[config.mk]
export PLATFORM = sky130hd
export DESIGN_NAME = uart_alu_host
export DESIGN_NICKNAME = d
export VERILOG_FILES = /design/src/rtl/uart_alu_host.sv
export SDC_FILE = /design/constraint.sdc
export NUM_CORES = 1
export LEC_CHECK = 0
export CAP_MARGIN = 20
export CORE_ASPECT_RATIO = 0.9
export CORE_UTILIZATION = 55
export CTS_CLUSTER_SIZE = 14
export DETAILED_ROUTE_END_ITERATION = 12
export GPL_ROUTABILITY_DRIVEN = 0
export HOLD_SLACK_MARGIN = 0.03
export PLACE_DENSITY_LB_ADDON = 0.25
export SYNTH_ARGS = -nofsm -noshare
export SYNTH_HDL_FRONTEND = slang
export SYNTH_SLANG_ARGS = --single-unit
[constraint.sdc]
create_clock -name i_clock -period 1.9 [get_ports i_clock]
set_input_delay 0.475 -clock i_clock [delete_from_list [all_inputs] [get_ports i_clock]]
set_output_delay 0.475 -clock i_clock [all_outputs]
set_load 0.005 [all_outputs]
[src/rtl/uart_alu_host.sv]
// uart_alu_host: sends a {A, B, OP} command frame over UART TX and receives the single result byte on RX.
// All bit timing is counted in oversampling ticks; state holds between ticks.
module uart_alu_host #(
    parameter int DATA_SIZE     = 8,
    parameter int OPCODE_SIZE   = 6,
    parameter int SB_TICKS      = 16,
    parameter int TIMEOUT_TICKS = 4096,
    parameter int LEN_TIMEOUT   = 13
) (
    input  logic                   i_clock,
    input  logic                   i_reset,
    input  logic                   i_tick,
    input  logic                   i_start,
    input  logic [DATA_SIZE-1:0]   i_a,
    input  logic [DATA_SIZE-1:0]   i_b,
    input  logic [OPCODE_SIZE-1:0] i_op,
    input  logic                   i_rx,
    output logic                   o_tx,
    output logic                   o_busy,
    output logic [DATA_SIZE-1:0]   o_result,
    output logic                   o_valid,
    output logic                   o_timeout,
    output logic                   o_frame_err
);
    localparam int SW = $clog2(SB_TICKS);
    localparam int NW = $clog2(DATA_SIZE);
    typedef enum logic [2:0] {IDLE, TX_START, TX_DATA, TX_STOP, WAIT_RESP, RX_START, RX_DATA, RX_STOP} state_t;
    state_t state, state_n;
    logic [SW-1:0] s, s_n;
    logic [NW-1:0] n, n_n;
    logic [1:0] idx, idx_n;
    logic [3*DATA_SIZE-1:0] sr, sr_n;
    logic [DATA_SIZE-1:0] b, b_n, result_n;
    logic [LEN_TIMEOUT-1:0] t, t_n;
    logic valid_n, timeout_n, frame_err_n;
    logic s_end, s_mid, n_end, s_wrap;
    assign s_end  = s == SW'(SB_TICKS - 1);
    assign s_mid  = s == SW'(SB_TICKS / 2 - 1);
    assign n_end  = n == NW'(DATA_SIZE - 1);
    assign s_wrap = s_end;
    assign o_tx   = state == TX_START ? 1'b0 : state == TX_DATA ? sr[0] : 1'b1;
    assign o_busy = state != IDLE;
    always_ff @(posedge i_clock) begin
        if (i_reset) begin
            state       <= IDLE;
            s           <= '0;
            n           <= '0;
            idx         <= '0;
            sr          <= '0;
            b           <= '0;
            t           <= '0;
            o_result    <= '0;
            o_valid     <= 1'b0;
            o_timeout   <= 1'b0;
            o_frame_err <= 1'b0;
        end else begin
            state       <= state_n;
            s           <= s_n;
            n           <= n_n;
            idx         <= idx_n;
            sr          <= sr_n;
            b           <= b_n;
            t           <= t_n;
            o_result    <= result_n;
            o_valid     <= valid_n;
            o_timeout   <= timeout_n;
            o_frame_err <= frame_err_n;
        end
    end
    always_comb begin
        state_n     = state;
        s_n         = s;
        n_n         = n;
        idx_n       = idx;
        sr_n        = sr;
        b_n         = b;
        t_n         = t;
        result_n    = o_result;
        valid_n     = 1'b0;
        timeout_n   = 1'b0;
        frame_err_n = 1'b0;
        case (state)
            IDLE: if (i_start) begin
                // A sits in the low byte so plain right shifts emit A, B, OP in order
                sr_n    = {DATA_SIZE'(i_op), i_b, i_a};
                idx_n   = '0;
                s_n     = '0;
                n_n     = '0;
                state_n = TX_START;
            end
            TX_START: if (i_tick) begin
                s_n     = s_wrap ? '0 : s + 1'b1;
                state_n = s_end ? TX_DATA : TX_START;
            end
            TX_DATA: if (i_tick) begin
                s_n = s_wrap ? '0 : s + 1'b1;
                if (s_end) begin
                    sr_n    = sr >> 1;
                    n_n     = n_end ? '0 : n + 1'b1;
                    state_n = n_end ? TX_STOP : TX_DATA;
                end
            end
            TX_STOP: if (i_tick) begin
                s_n = s_wrap ? '0 : s + 1'b1;
                if (s_end) begin
                    idx_n   = idx != 2'd2 ? idx + 1'b1 : idx;
                    state_n = idx != 2'd2 ? TX_START : WAIT_RESP;
                    t_n     = '0;
                end
            end
            WAIT_RESP: if (!i_rx) begin
                // a falling edge beats a simultaneous expiry
                state_n = RX_START;
                s_n     = '0;
            end else if (i_tick) begin
                timeout_n = t == LEN_TIMEOUT'(TIMEOUT_TICKS - 1);
                state_n   = timeout_n ? IDLE : WAIT_RESP;
                t_n       = timeout_n ? t : t + 1'b1;
            end
            RX_START: if (i_tick) begin
                s_n     = s_mid ? '0 : s + 1'b1;
                n_n     = '0;
                state_n = !s_mid ? RX_START : i_rx ? WAIT_RESP : RX_DATA;
            end
            RX_DATA: if (i_tick) begin
                s_n = s_wrap ? '0 : s + 1'b1;
                if (s_end) begin
                    b_n     = {i_rx, b[DATA_SIZE-1:1]};
                    n_n     = n_end ? '0 : n + 1'b1;
                    state_n = n_end ? RX_STOP : RX_DATA;
                end
            end
            RX_STOP: if (i_tick) begin
                s_n = s_wrap ? '0 : s + 1'b1;
                if (s_end) begin
                    valid_n     = i_rx;
                    frame_err_n = !i_rx;
                    result_n    = i_rx ? b : o_result;
                    state_n     = IDLE;
                end
            end
            default: state_n = IDLE;
        endcase
    end
endmodule

# == Word level (Yosys, flattened, before mapping) ==
# Cells that the tools add are included.
# word_totals
memories,0
rom_bits,0
input_bits,27
ram_bits,0
out_inout_bits,13
elab_cells,122
latch_bits,0
ff_bits,68
# classes
muxes,51
addsub,4
n_bitwise,5
div_mod_pow,0
shift,0
n_mul,0
n_reduce_logical,19
magnitude_cmp,0
n_eq_ne,32
# ops
op,n
$mux W24,3
$mux W13,5
$mux W3,20
$pmux W24 S2,1
$ne A2 B2 Y1 const B,17
$pmux W13 S2,1
$mux W4,6
$pmux W3 S8,1
$pmux W4 S4,1
$eq A3 B3 Y1 const B,5
$mux W2,7
$add A13 B1 Y13 const B,1
$eq A13 B12 Y1 const B,1
$reduce_and A12 Y1,1
$reduce_and A4 Y1,3
$reduce_and A5 Y1,2
$pmux W3 S3,1
$reduce_or A4 Y1,2
$eq A3 B2 Y1 const B,2
$ne A2 B1 Y1 const B,3
$reduce_and A6 Y1,1
$reduce_bool A2 Y1,3
$reduce_bool A3 Y1,2
$not A1 Y1,5
14 further kinds,17

# == Longest topological paths before layout ==
# Gate-level depths: netlist of the first run.
# depth
ltp_word,5
ltp_mapped,7
ltp_nobuf,6

# == Worst setup path before layout of the first run ==
# No wires, ideal clock.
# synth_path
path_kind,reg2reg
startpoint,register s[0]
endpoint,register idx[1]
t_arrival_ns,1.674
path_stages_with_launch,6
setup_ns,0.070
required_ns,1.830
slack_ns,0.156
period_less_slack_ns,1.744
path_cell_list,dfxtp_1 ha_1 nand4_4 o32a_1 or4_1 a21oi_1
# synth_via
elab_chain_cells,3
# synth_lines
element,line_no,source
from (decl),29,"logic [SW-1:0] s, s_n;"
from (signal assigned),58,s <= s_n;
$eq A4 B4 Y1,37,assign s_end = s == SW'(SB_TICKS - 1);
$ne A2 B2 Y1 (no line),-,
$reduce_and A5 Y1 (no line),-,
to (signal assigned),60,idx <= idx_n;
to (decl),31,"logic [1:0] idx, idx_n;"
# No other way between the ends.
# A chain may end at the register's enable or synchronous reset.

# == Worst setup path in the final report of the first run ==
# layout_path
startpoint,register state[0]
endpoint,output o_busy
# layout_via
elab_chain_cells,1
# layout_lines
element,line_no,source
from (decl),28,"state_t state, state_n;"
from (signal assigned),57,state <= state_n;
$reduce_bool A3 Y1,42,assign o_busy = state != IDLE;
to (decl),19,"output logic o_busy,"
# No other way between the ends.

==> results.md, run 1 <==
- Status: complete, no violations
- Die X: 83.0 µm
- Max FO, Critical Path: 5
- Multiplexer share of the synthesized area: 12.1%
- Clk sinks: 66
- Final #Nets: 455
- Net count after synthesis: 391
- Antenna Cells: 0
- VDD IR-drop max: 715 µV
- Top cell type's share of synthesized area: 40.7%
- Area leader, netlist: dfxtp_1
- Post-synthesis compound-gate area fraction: 21.2%
- Max-Cap Viols: 0
- Tot GR Track Use: 26.2%
- Kind of end point of the critical path: primary output
- Synth-to-Final Area Change: 28.6%
- Sw Share: 28.2%
- Synthesized instance count: 359
- Final Non-Filler Cells: 498
- Initial Util: 57.0%
- WHS Path Cells: 2
- Placed instance count: 480
- Most common cell after layout, fill and taps aside: dfxtp_1
- Synth unique cells: 53
- WL final: 7680 µm
- Die Ht: 74.9 µm
- Final hold vios: 0
- H-tree Lvls: 3
- Design Power: 3.45 mW
- Cell Area, Synth: 3240 µm²
- RR Endpoint: idx[1]$_SDFFE_PP0P_
- Flop2flop setup slack: 0.09 ns
- First-pass GRT wire length: 13,000 µm
- Seq/Total Area, Yosys: 40.7%
- Clock tree root buffer cell: clkbuf_8
- Most frequent cells in the layout: dfxtp_1, a21oi_1, buf_4
- Hold-fix buffers, CTS: 0
- Clock power frac: 36.3%
- Hold EP: state[2]$_SDFFE_PP0P_
- Fraction of registers with async set/reset: 0%
- Placement row count: 26
- First DRT Iteration DRCs: 206
- Least-Margin Pin Slew: 0.453 ns
- Crit path DAT: 1.37 ns
- Slew headroom: 69.4%
- Drt pass-1 iters: 4
- R2R Path Start: s[0]$_SDFFE_PP0P_
- Worst hold start: i_reset
- Via count: 2,998
- Total congestion overflow: 0
- Mapped Avg Cell Area: 9.04 µm²
- Post-Synth Adder-Cell Area: 1.93%
- Final worst setup slack: 0.0568 ns
- Crit path required time: 1.42 ns
- Clock Skews: 0.00695 ns
- Post-route ant nets: 0
- Fmax: 543 MHz
- Total CTS buffers: 9
- CTS max path bufs: 2
- IO Port Bufs: 39
- Synth area leaders: dfxtp_1, mux2i_1, a21oi_1, a211oi_1, nor2_1
- Pwr per Cell Area: 826 nW/µm²
- Detail Placement HPWL: 5270 µm
- Crit share post-route: 97.0%
- Worst slack, placed: -0.336 ns
- Crit start category: register
- Comb pwr share: 18.9%
- Min-delay worst type: in2reg
- Ys Warns: 0
- I/O pin count: 40
- Layout cells sized above 1: 17.3%
- Core Area: 5690 µm²
- Internal power: 2.47 mW
- Final cell utilization of the core: 73.3%
- Clk pin slew, worst setup/hold paths: 0.07 ns
- # setup viols final: 0
- WL/cell: 15.4 µm
- Simple-gate area share of the yosys netlist: 18.0%
- Clock Latency Late Sink: 0.35 ns
- Die area: 6210 µm²
- Leak: 1.57 nW
- Initial antenna violation count: 0
- #FFs+latches synth: 66
- Vias in the first global route: 2,795
- Fillers: 433
- Sequential power share: 44.8%
- Slew Limit Fails: 0
- Number of synthesized flops with an enable pin: 0
- Largest family of logic cells by synthesized area: compound AO/OA/AOI/OAI gates
- Pin count of the biggest net entering global routing: 26
- Setup Crit Path Kind: reg2out
- Fin crit period: 1.84 ns
- Via density: 6.02
- Worst reg2reg path depth: 5
- DRC errors left: 0
- Post-synthesis xor/xnor area fraction: 0.810%
- Post-synth top flop: dfxtp_1
- P_sw: 0.972 mW
- CTS tree: yes
## final cells by class
| type | instances | area, µm² | share of cell area [%] |
|---|---|---|---|
| clock inverter | 5 | 61.3 | 1.47 |
| sequential | 66 | 1330 | 31.8 |
| tap | 70 | 87.6 | 2.10 |
| multi-input combinational | 255 | 1760 | 42.3 |
| clock buffer | 11 | 151 | 3.63 |
| timing repair buffer | 81 | 742 | 17.8 |
| inverter | 10 | 37.5 | 0.900 |
## through the flow
stage          cell area, µm²   TNS, ns  hold slack [ns]
2_1_floorplan            3240         0            0.424
3_3_place_gp             3930     -7.47            0.451
3_5_place_dp             3930     -9.61            0.452
4_1_cts                  4140         0            0.379
5_1_grt                  4170  -0.00317            0.392
6_report                 4170         0            0.395
## logic make-up (layout without fill, tap and decap cells)
kind of cell             Yosys count  count (layout)
AO/OA/AOI/OAI                    109             109
AND/OR/NAND/NOR                   99              99
flip-flops                        66              66
multiplexers                      39              39
buffers and inverters             38             107
adder cells (fa/ha/maj)            5               5
XOR/XNOR                           3               3
## worst max path at each step
stage | from | to | slack, ns | cells after the start
final | state[0]$_SDFFE_PP0P_ | o_busy | 0.06 | 3
after global routing | state[0]$_SDFFE_PP0P_ | o_tx | -0.003 | 5
after CTS | state[2]$_SDFFE_PP0P_ | o_busy | 0.003 | 3
after detailed placement | i_tick | s[3]$_SDFFE_PP0P_ | -0.34 | 6
after global placement | i_tick | state[2]$_SDFFE_PP0P_ | -0.26 | 6
after floorplan | s[0]$_SDFFE_PP0P_ | idx[1]$_SDFFE_PP0P_ | 0.16 | 5
## power by group through the flow
stage | Combinational, mW | Clock, mW | Sequential, mW
6_report | 0.652 | 1.25 | 1.54
5_1_grt | 0.708 | 1.32 | 1.55
4_1_cts | 0.646 | 1.27 | 1.54
3_5_place_dp | 0.645 | 0 | 1.57
3_3_place_gp | 0.628 | 0 | 1.56
2_1_floorplan | 0.397 | 0 | 1.55
## cell usage after synthesis (3+ instances only)
master / instances
nor2b_1: 3
a21oi_1: 40
nand3_1: 7
nand2_1: 14
dfxtp_1: 66
nor2_1: 25
nand2b_1: 5
o211ai_1: 4
or4_1: 11
or3_1: 3
nand4_1: 5
o21ai_0: 15
inv_1: 10
and3_1: 5
o31ai_1: 9
buf_2: 12
ha_1: 5
and4_1: 6
nor3_1: 3
clkbuf_1: 12
mux2i_1: 38
a211oi_1: 24
## sequential cells by signal, indices dropped and copies added (netlist names)
name         flops
b                8
o_valid          1
o_timeout        1
s                4
idx              2
o_frame_err      1
o_result         8
sr              22
t               13
n                3
state            3
## critical path, cell delays in order (launching register included)
cell	delay, ns
dfxtp_2	0.38
nor2_2	0.06
nand2_1	0.09
clkdlybuf4s50_1	0.50
## routing by layer
layer / vias to the layer above / global-route usage (%) / part of all wire (%)
li1: 1480 / - / -
met1: 1413 / 33.8 / 46
met2: 87 / 43.3 / 47
met3: 18 / 6.36 / 5.5
met4: 0 / 10.7 / 2.1
met5: - / 0 / 0
## repair_timing
item                                    4_1_cts  5_1_grt
hold endpoints to repair                      0        0
pin swaps                                     0        1
cloned                                        0        0
gates resized for setup                       5        6
buffers inserted                              0        2
endpoints found under the setup margin        2       11
Note: power is estimated with default switching activity, not from simulation.
==> inputs of run 2 (changes only) <==
--- a/config.mk
+++ b/config.mk
@@ -13,6 +13,7 @@
 export GPL_ROUTABILITY_DRIVEN = 0
 export HOLD_SLACK_MARGIN = 0.03
 export PLACE_DENSITY_LB_ADDON = 0.25
+export SETUP_SLACK_MARGIN = 0.05
 export SYNTH_ARGS = -nofsm -noshare
 export SYNTH_HDL_FRONTEND = slang
 export SYNTH_SLANG_ARGS = --single-unit
==> run 2 against run 1 <==
Sequential share of layout area barely moved. Non-clock buffer count decreased by 2. Clock power about the same. Critical path type is now reg2reg. Largest power group unchanged. Setup slack gained 0.049 ns. Wire length increased by 0.18%. Worst hold slack improved by 0.0054 ns. Via count down 0.63%. Sequential power barely moved. Count of clock-buffer cells in the layout is the same. Final cell count is 0.40% lower. Critical endpoint is now idx[1]$_SDFFE_PP0P_.
==> results.md, run 2 (same netlist as run 1, synthesis figures left out) <==
- Placement row count: 26 (unchanged)
- Clock Latency Late Sink: 0.35 ns (about the same)
- Design Power: 3.45 mW (about the same)
- First DRT Iteration DRCs: 190 (was 206)
- Min-delay worst type: in2reg (unchanged)
- Setup_tns: 0 ns (unchanged)
- Synth-to-Final Area Change: 28.5% (was 28.6%)
- Tot GR Track Use: 26.3% (was 26.2%)
- Sequential power share: 44.8% (about the same)
- Die Ht: 74.9 µm (unchanged)
- DRC errors left: 0 (unchanged)
- Worst hold start: i_reset (unchanged)
- CTS max path bufs: 2 (unchanged)
- Flop2flop setup slack: 0.11 ns (was 0.09 ns)
- Max FO, Critical Path: 4 (was 5)
- Clock Skews: 0.00628 ns (was 0.00695 ns)
- Leak: 1.56 nW (was 1.57 nW)
- R2R Path Start: s[0]$_SDFFE_PP0P_ (unchanged)
- First-pass GRT wire length: 13,000 µm (about the same)
- Antenna Cells: 0 (unchanged)
- Unrepaired setup endpoints after global routing: yes
- Crit path required time: 2.18 ns (was 1.42 ns)
- Crit start category: register (unchanged)
- Final hold vios: 0 (unchanged)
- Clock tree root buffer cell: clkbuf_8 (unchanged)
- Most common cell after layout, fill and taps aside: dfxtp_1 (unchanged)
- Clk pin slew, worst setup/hold paths: 0.08 ns (was 0.07 ns)
- Final #Nets: 453 (was 455)
- RR Endpoint: idx[1]$_SDFFE_PP0P_ (unchanged)
- Initial antenna violation count: 0 (unchanged)
- Internal power: 2.48 mW (was 2.47 mW)
- Vias in the first global route: 2,795 (unchanged)
- Final hold slack: 0.401 ns (was 0.395 ns)
- Largest register FFs: 22 (unchanged)
- P_sw: 0.972 mW (about the same)
- Total congestion overflow: 0 (unchanged)
- Clock power frac: 36.3% (about the same)
- Final cell utilization of the core: 73.2% (was 73.3%)
- Slew Limit Fails: 0 (unchanged)
- Pin count of the biggest net entering global routing: 26 (unchanged)
- Worst reg2reg path depth: 5 (unchanged)
- Crit share post-route: 94.4% (was 97.0%)
- I/O pin count: 40 (unchanged)
- Pwr per Cell Area: 827 nW/µm² (was 826 nW/µm²)
- Hold-fix buffers, CTS: 0 (unchanged)
- Kind of end point of the critical path: register (was primary output)
- Drt pass-1 iters: 5 (was 4)
- Hold EP: state[2]$_SDFFE_PP0P_ (unchanged)
- Die X: 83.0 µm (unchanged)
- Fmax: 557 MHz (was 543 MHz)
- Crit path DAT: 2.07 ns (was 1.37 ns)
- Initial Util: 57.0% (unchanged)
- Status: complete, no violations (unchanged)
- Sw Share: 28.2% (about the same)
- Fin crit period: 1.79 ns (was 1.84 ns)
- Comb pwr share: 18.9% (about the same)
- Worst slack, placed: -0.336 ns (unchanged)
- Core Area: 5690 µm² (unchanged)
- Total CTS buffers: 9 (unchanged)
- Least-Margin Pin Slew: 0.475 ns (was 0.453 ns)
- Detail Placement HPWL: 5270 µm (unchanged)
- # setup viols final: 0 (unchanged)
- H-tree Lvls: 3 (unchanged)
- Final worst setup slack: 0.106 ns (was 0.0568 ns)
- Largest regs: sr: 22 flops, t: 13 flops (unchanged)
- Slew headroom: 67.8% (was 69.4%)
- Via count: 2,979 (was 2,998)
- WL final: 7690 µm (was 7680 µm)
- Most frequent cells in the layout: dfxtp_1, a21oi_1, mux2i_1 (was dfxtp_1, a21oi_1, buf_4)
- Die area: 6210 µm² (unchanged)
- WL/cell: 15.5 µm (was 15.4 µm)
- WHS Path Cells: 2 (unchanged)
- Layout cells sized above 1: 17.4% (was 17.3%)
- Via density: 6.01 (was 6.02)
- Clk sinks: 66 (unchanged)
- Top reg by flops: sr (unchanged)
- Post-route ant nets: 0 (unchanged)
- IO Port Bufs: 39 (unchanged)
- Setup Crit Path Kind: reg2reg (was reg2out)
- CTS tree: yes (unchanged)
- VDD IR-drop max: 712 µV (was 715 µV)
- Max-Cap Viols: 0 (unchanged)
## run 2: cell count changes in the layout (fill, tap and decap cells not counted), sizes merged
cell | previous run | this run
buf | 43 | 41
clkdlybuf4s50 | 35 | 33
dlygate4sd2 | 1 | 3
## run 2: worst max-delay path by stage
stage | start | to | slack [ns]
after CTS | i_rx | s[3]$_SDFFE_PP0P_ | 0.07
after floorplan | s[0]$_SDFFE_PP0P_ | idx[1]$_SDFFE_PP0P_ | 0.16
after global routing | state[1]$_SDFFE_PP0P_ | idx[1]$_SDFFE_PP0P_ | 0.03
after global placement | i_tick | state[2]$_SDFFE_PP0P_ | -0.26
after detailed placement | i_tick | s[3]$_SDFFE_PP0P_ | -0.34
final | s[0]$_SDFFE_PP0P_ | idx[1]$_SDFFE_PP0P_ | 0.11
## run 2: layout make-up
type                       count  area (µm²)
timing repair buffer          79         728
clock buffer                  11         151
sequential                    66        1330
clock inverter                 5        61.3
fill                         443        1520
inverter                      10        37.5
multi-input combinational    255        1770
tap                           70        87.6
## run 2: worst max-delay path, cell delays in order, from the launching register on
cell,delay [ns]
dfxtp_1,0.39
ha_2,0.24
nand4_4,0.13
o32a_1,0.39
or4_1,0.42
a21oi_1,0.16
## run 2: timing repair
action | CTS | global route
pin swaps | 0 | 1
cloned | 0 | 0
endpoints found under the setup margin | 5 | 14
endpoints found under the hold margin | 0 | 0
setup buffers | 0 | 0
resized for setup | 7 | 11
## run 2: through the flow
stage / instance area, µm² / instances
after global routing: 4170 / 496
after floorplan: 3240 / 359
after detailed placement: 3930 / 480
after CTS: 4140 / 496
after global placement: 3930 / 480
final: 4170 / 496
## run 2: layer usage
metal | vias up | part of all wire [%] | wire [µm] | global-route usage (%)
li1 | 1478 | - | - | -
met5 | - | 0 | 0 | 0
met4 | 0 | 2.2 | 166 | 10.7
met1 | 1392 | 46 | 3520 | 33.8
met3 | 18 | 4.8 | 373 | 6.36
met2 | 91 | 47 | 3630 | 43.4
## run 2: power groups by stage
stage / Sequential (mW) / Combinational [mW] / Clock [mW]
finish: 1.55 / 0.652 / 1.25
global route: 1.55 / 0.711 / 1.32
CTS: 1.54 / 0.640 / 1.27
detailed placement: 1.57 / 0.645 / 0
global placement: 1.56 / 0.628 / 0
floorplan: 1.55 / 0.397 / 0
==> edit, RTL diff (flow settings as in run 1) <==
`OPCODE_SIZE`: 6 -> 3.
--- a/src/rtl/uart_alu_host.sv
+++ b/src/rtl/uart_alu_host.sv
@@ -3,5 +3,5 @@
 module uart_alu_host #(
     parameter int DATA_SIZE     = 8,
-    parameter int OPCODE_SIZE   = 6,
+    parameter int OPCODE_SIZE   = 3,
     parameter int SB_TICKS      = 16,
     parameter int TIMEOUT_TICKS = 4096,
Interface: changed (resized i_op); port bits go from 40 to 37. The function was not compared with the original's and may differ.
==> edit against run 1 <==
- synthesized cell count down 6.4%
- sequential cell count down 3
- wire length down 13%
- critical path depth down 1
- critical path type unchanged
- largest cell class unchanged
- sequential share of layout area down 0.36 points
- final area down 3.2%
- worst setup slack worse by 19 ps
- register-to-register slack about the same
- area after synthesis down 4.5%
Power is not compared: it rests on default switching activity, and its combinational part moved more than twofold at a synthesized area within 25%.
==> edit: results (changes against run 1) <==
status complete, no violations; nets 427 (-6.2%); gr usage total 23.7% (-2.6 points); IO buf count 36 (-7.7%); Post-Syn Nets 365 (-6.6%); Root Buffer clkbuf_8; post-DR vias/cell 5.63 (-6.6%); Antenna Nets Post-Route 0 (unchanged); post-synthesis async set-or-reset flop share 0% (unchanged); DR iter-0 viols 98 (-52%); initial antenna violation count 0 (unchanged); area post-placement 0.00372 sq mm (-5.2%); First-pass DRT Iterations 4 (unchanged); clk slew on worst S/H paths 70 ps (about the same); Worst Hold Class input port to flip-flop; routed via count 2644 (-12%); worst-path fanout max 8 (+3); Ys Warns 0 (unchanged); top_reg_cell synth dfxtp_1; Antenna Cells 0 (unchanged); Unique masters post-synth 54 (+1.9%); Placed Cells incl. Taps 451 (-6.0%); synth top area cells dfxtp_1 (41%), mux2i_1 (11%), nor2_1 (6.7%), a211oi_2 (4.4%), xnor2_1 (2.8%); Post-DP HPWL 4390 microns (-17%); Storage cell area 0.00127 sq mm (-4.3%); TritonCTS buffer count 9 (unchanged); layout cells sized above 1 22.6% (+5.3 points); leakage around 1.5 nW; Seq/Total Area, Yosys 40.7% (about the same); first-pass GRT wire length 10800 microns (-17%); syn_area_per_cell 9.22 sq um (+2.0%); Top Registers sr: 19 flops, t: 13 flops; vias in the first global route 2436 (-13%); Post-synth top cells dfxtp_1 (63), nor2_1 (55), mux2i_1 (35), a21oi_1 (13), nand2_1 (13); Clock Skew 11.3 ps (+4.34 ps); pin count of the biggest net entering global routing 52 (+100%); Worst slew margin 76.5% (+7.2 points); worst vdd ir 0.611 mV; htree depth 3 (unchanged); worst setup slack after placement -353 ps (-16.9 ps); WL/cell 14.3 microns (-7.3%); Clock Tree Buf Depth 2 (unchanged); number of fill cells 382 (-12%); Clock Latency Late Sink 350 ps (about the same)
==> edit: changes by cell type in the layout (fill, tap and decap cells not counted), sizes merged, moves of 5 or more <==
cell and change:
nor3 +6, o31ai -7, nand3b +5, xnor2 +8
or4 -10, a21oi -27, o21ai -12, nor2 +32
nor4 +6
==> edit: path summary, 6_finish.rpt <==
path	to	cells past startpoint	from	slack (ps)
max reg2reg	sr[14]$_SDFFE_PP0P_	8	s[0]$_SDFFE_PP0P_	90
min reg2reg	n[2]$_SDFFE_PP0P_	2	n[2]$_SDFFE_PP0P_	460
min	state[2]$_SDFFE_PP0P_	2	i_reset	420
max	o_busy	2	state[2]$_SDFFE_PP0P_	40
==> edit: cell type report <==
type                       count  area share, %
multi-input combinational    241           42.2
timing repair buffer          76           18.4
tap                           67           2.08
clock buffer                  11           3.75
inverter                       7          0.651
sequential                    63           31.5
clock inverter                 5           1.39
==> edit: kinds of logic (layout without fill, tap and decap cells) <==
kind of cell               count (synthesis)  after routing  share of synthesized area [%]
and+or+nand+nor                          134            134                           23.2
buffers and inverters                     32             99                           5.37
adders and majority gates                  5              5                           2.02
DFF                                       63             63                           40.7
xor gates and xnor gates                  10             10                           2.83
muxes                                     35             35                           11.3
AOI/OAI and AO/OA                         57             57                           14.6
==> edit: per-layer routing <==
layer	routed length, microns	global-route usage (%)
met1	3200	30.8
met2	3110	37.6
met3	349	7.63
met4	61	6.35
met5	0	0
==> edit: repair_timing <==
item                       in CTS  in global routing
cloned                          0                  2
pin swaps                       0                  1
hold buffers                    0                  0
buffers inserted                0                  1
setup endpoints to repair       2                 29
gates resized for setup         6                  8
==> edit: power breakdown <==
group	switching, mW	total (mW)	internal (mW)
Clock	0.531	1.21	0.674
Sequential	0.0219	1.38	1.36
Combinational	0.149	0.319	0.170
==> edit: worst max-delay path: stages (launching register included) <==
cell and delay, ps:
dfxtp_4 380, or3_4 390, dlygate4sd2_1 270
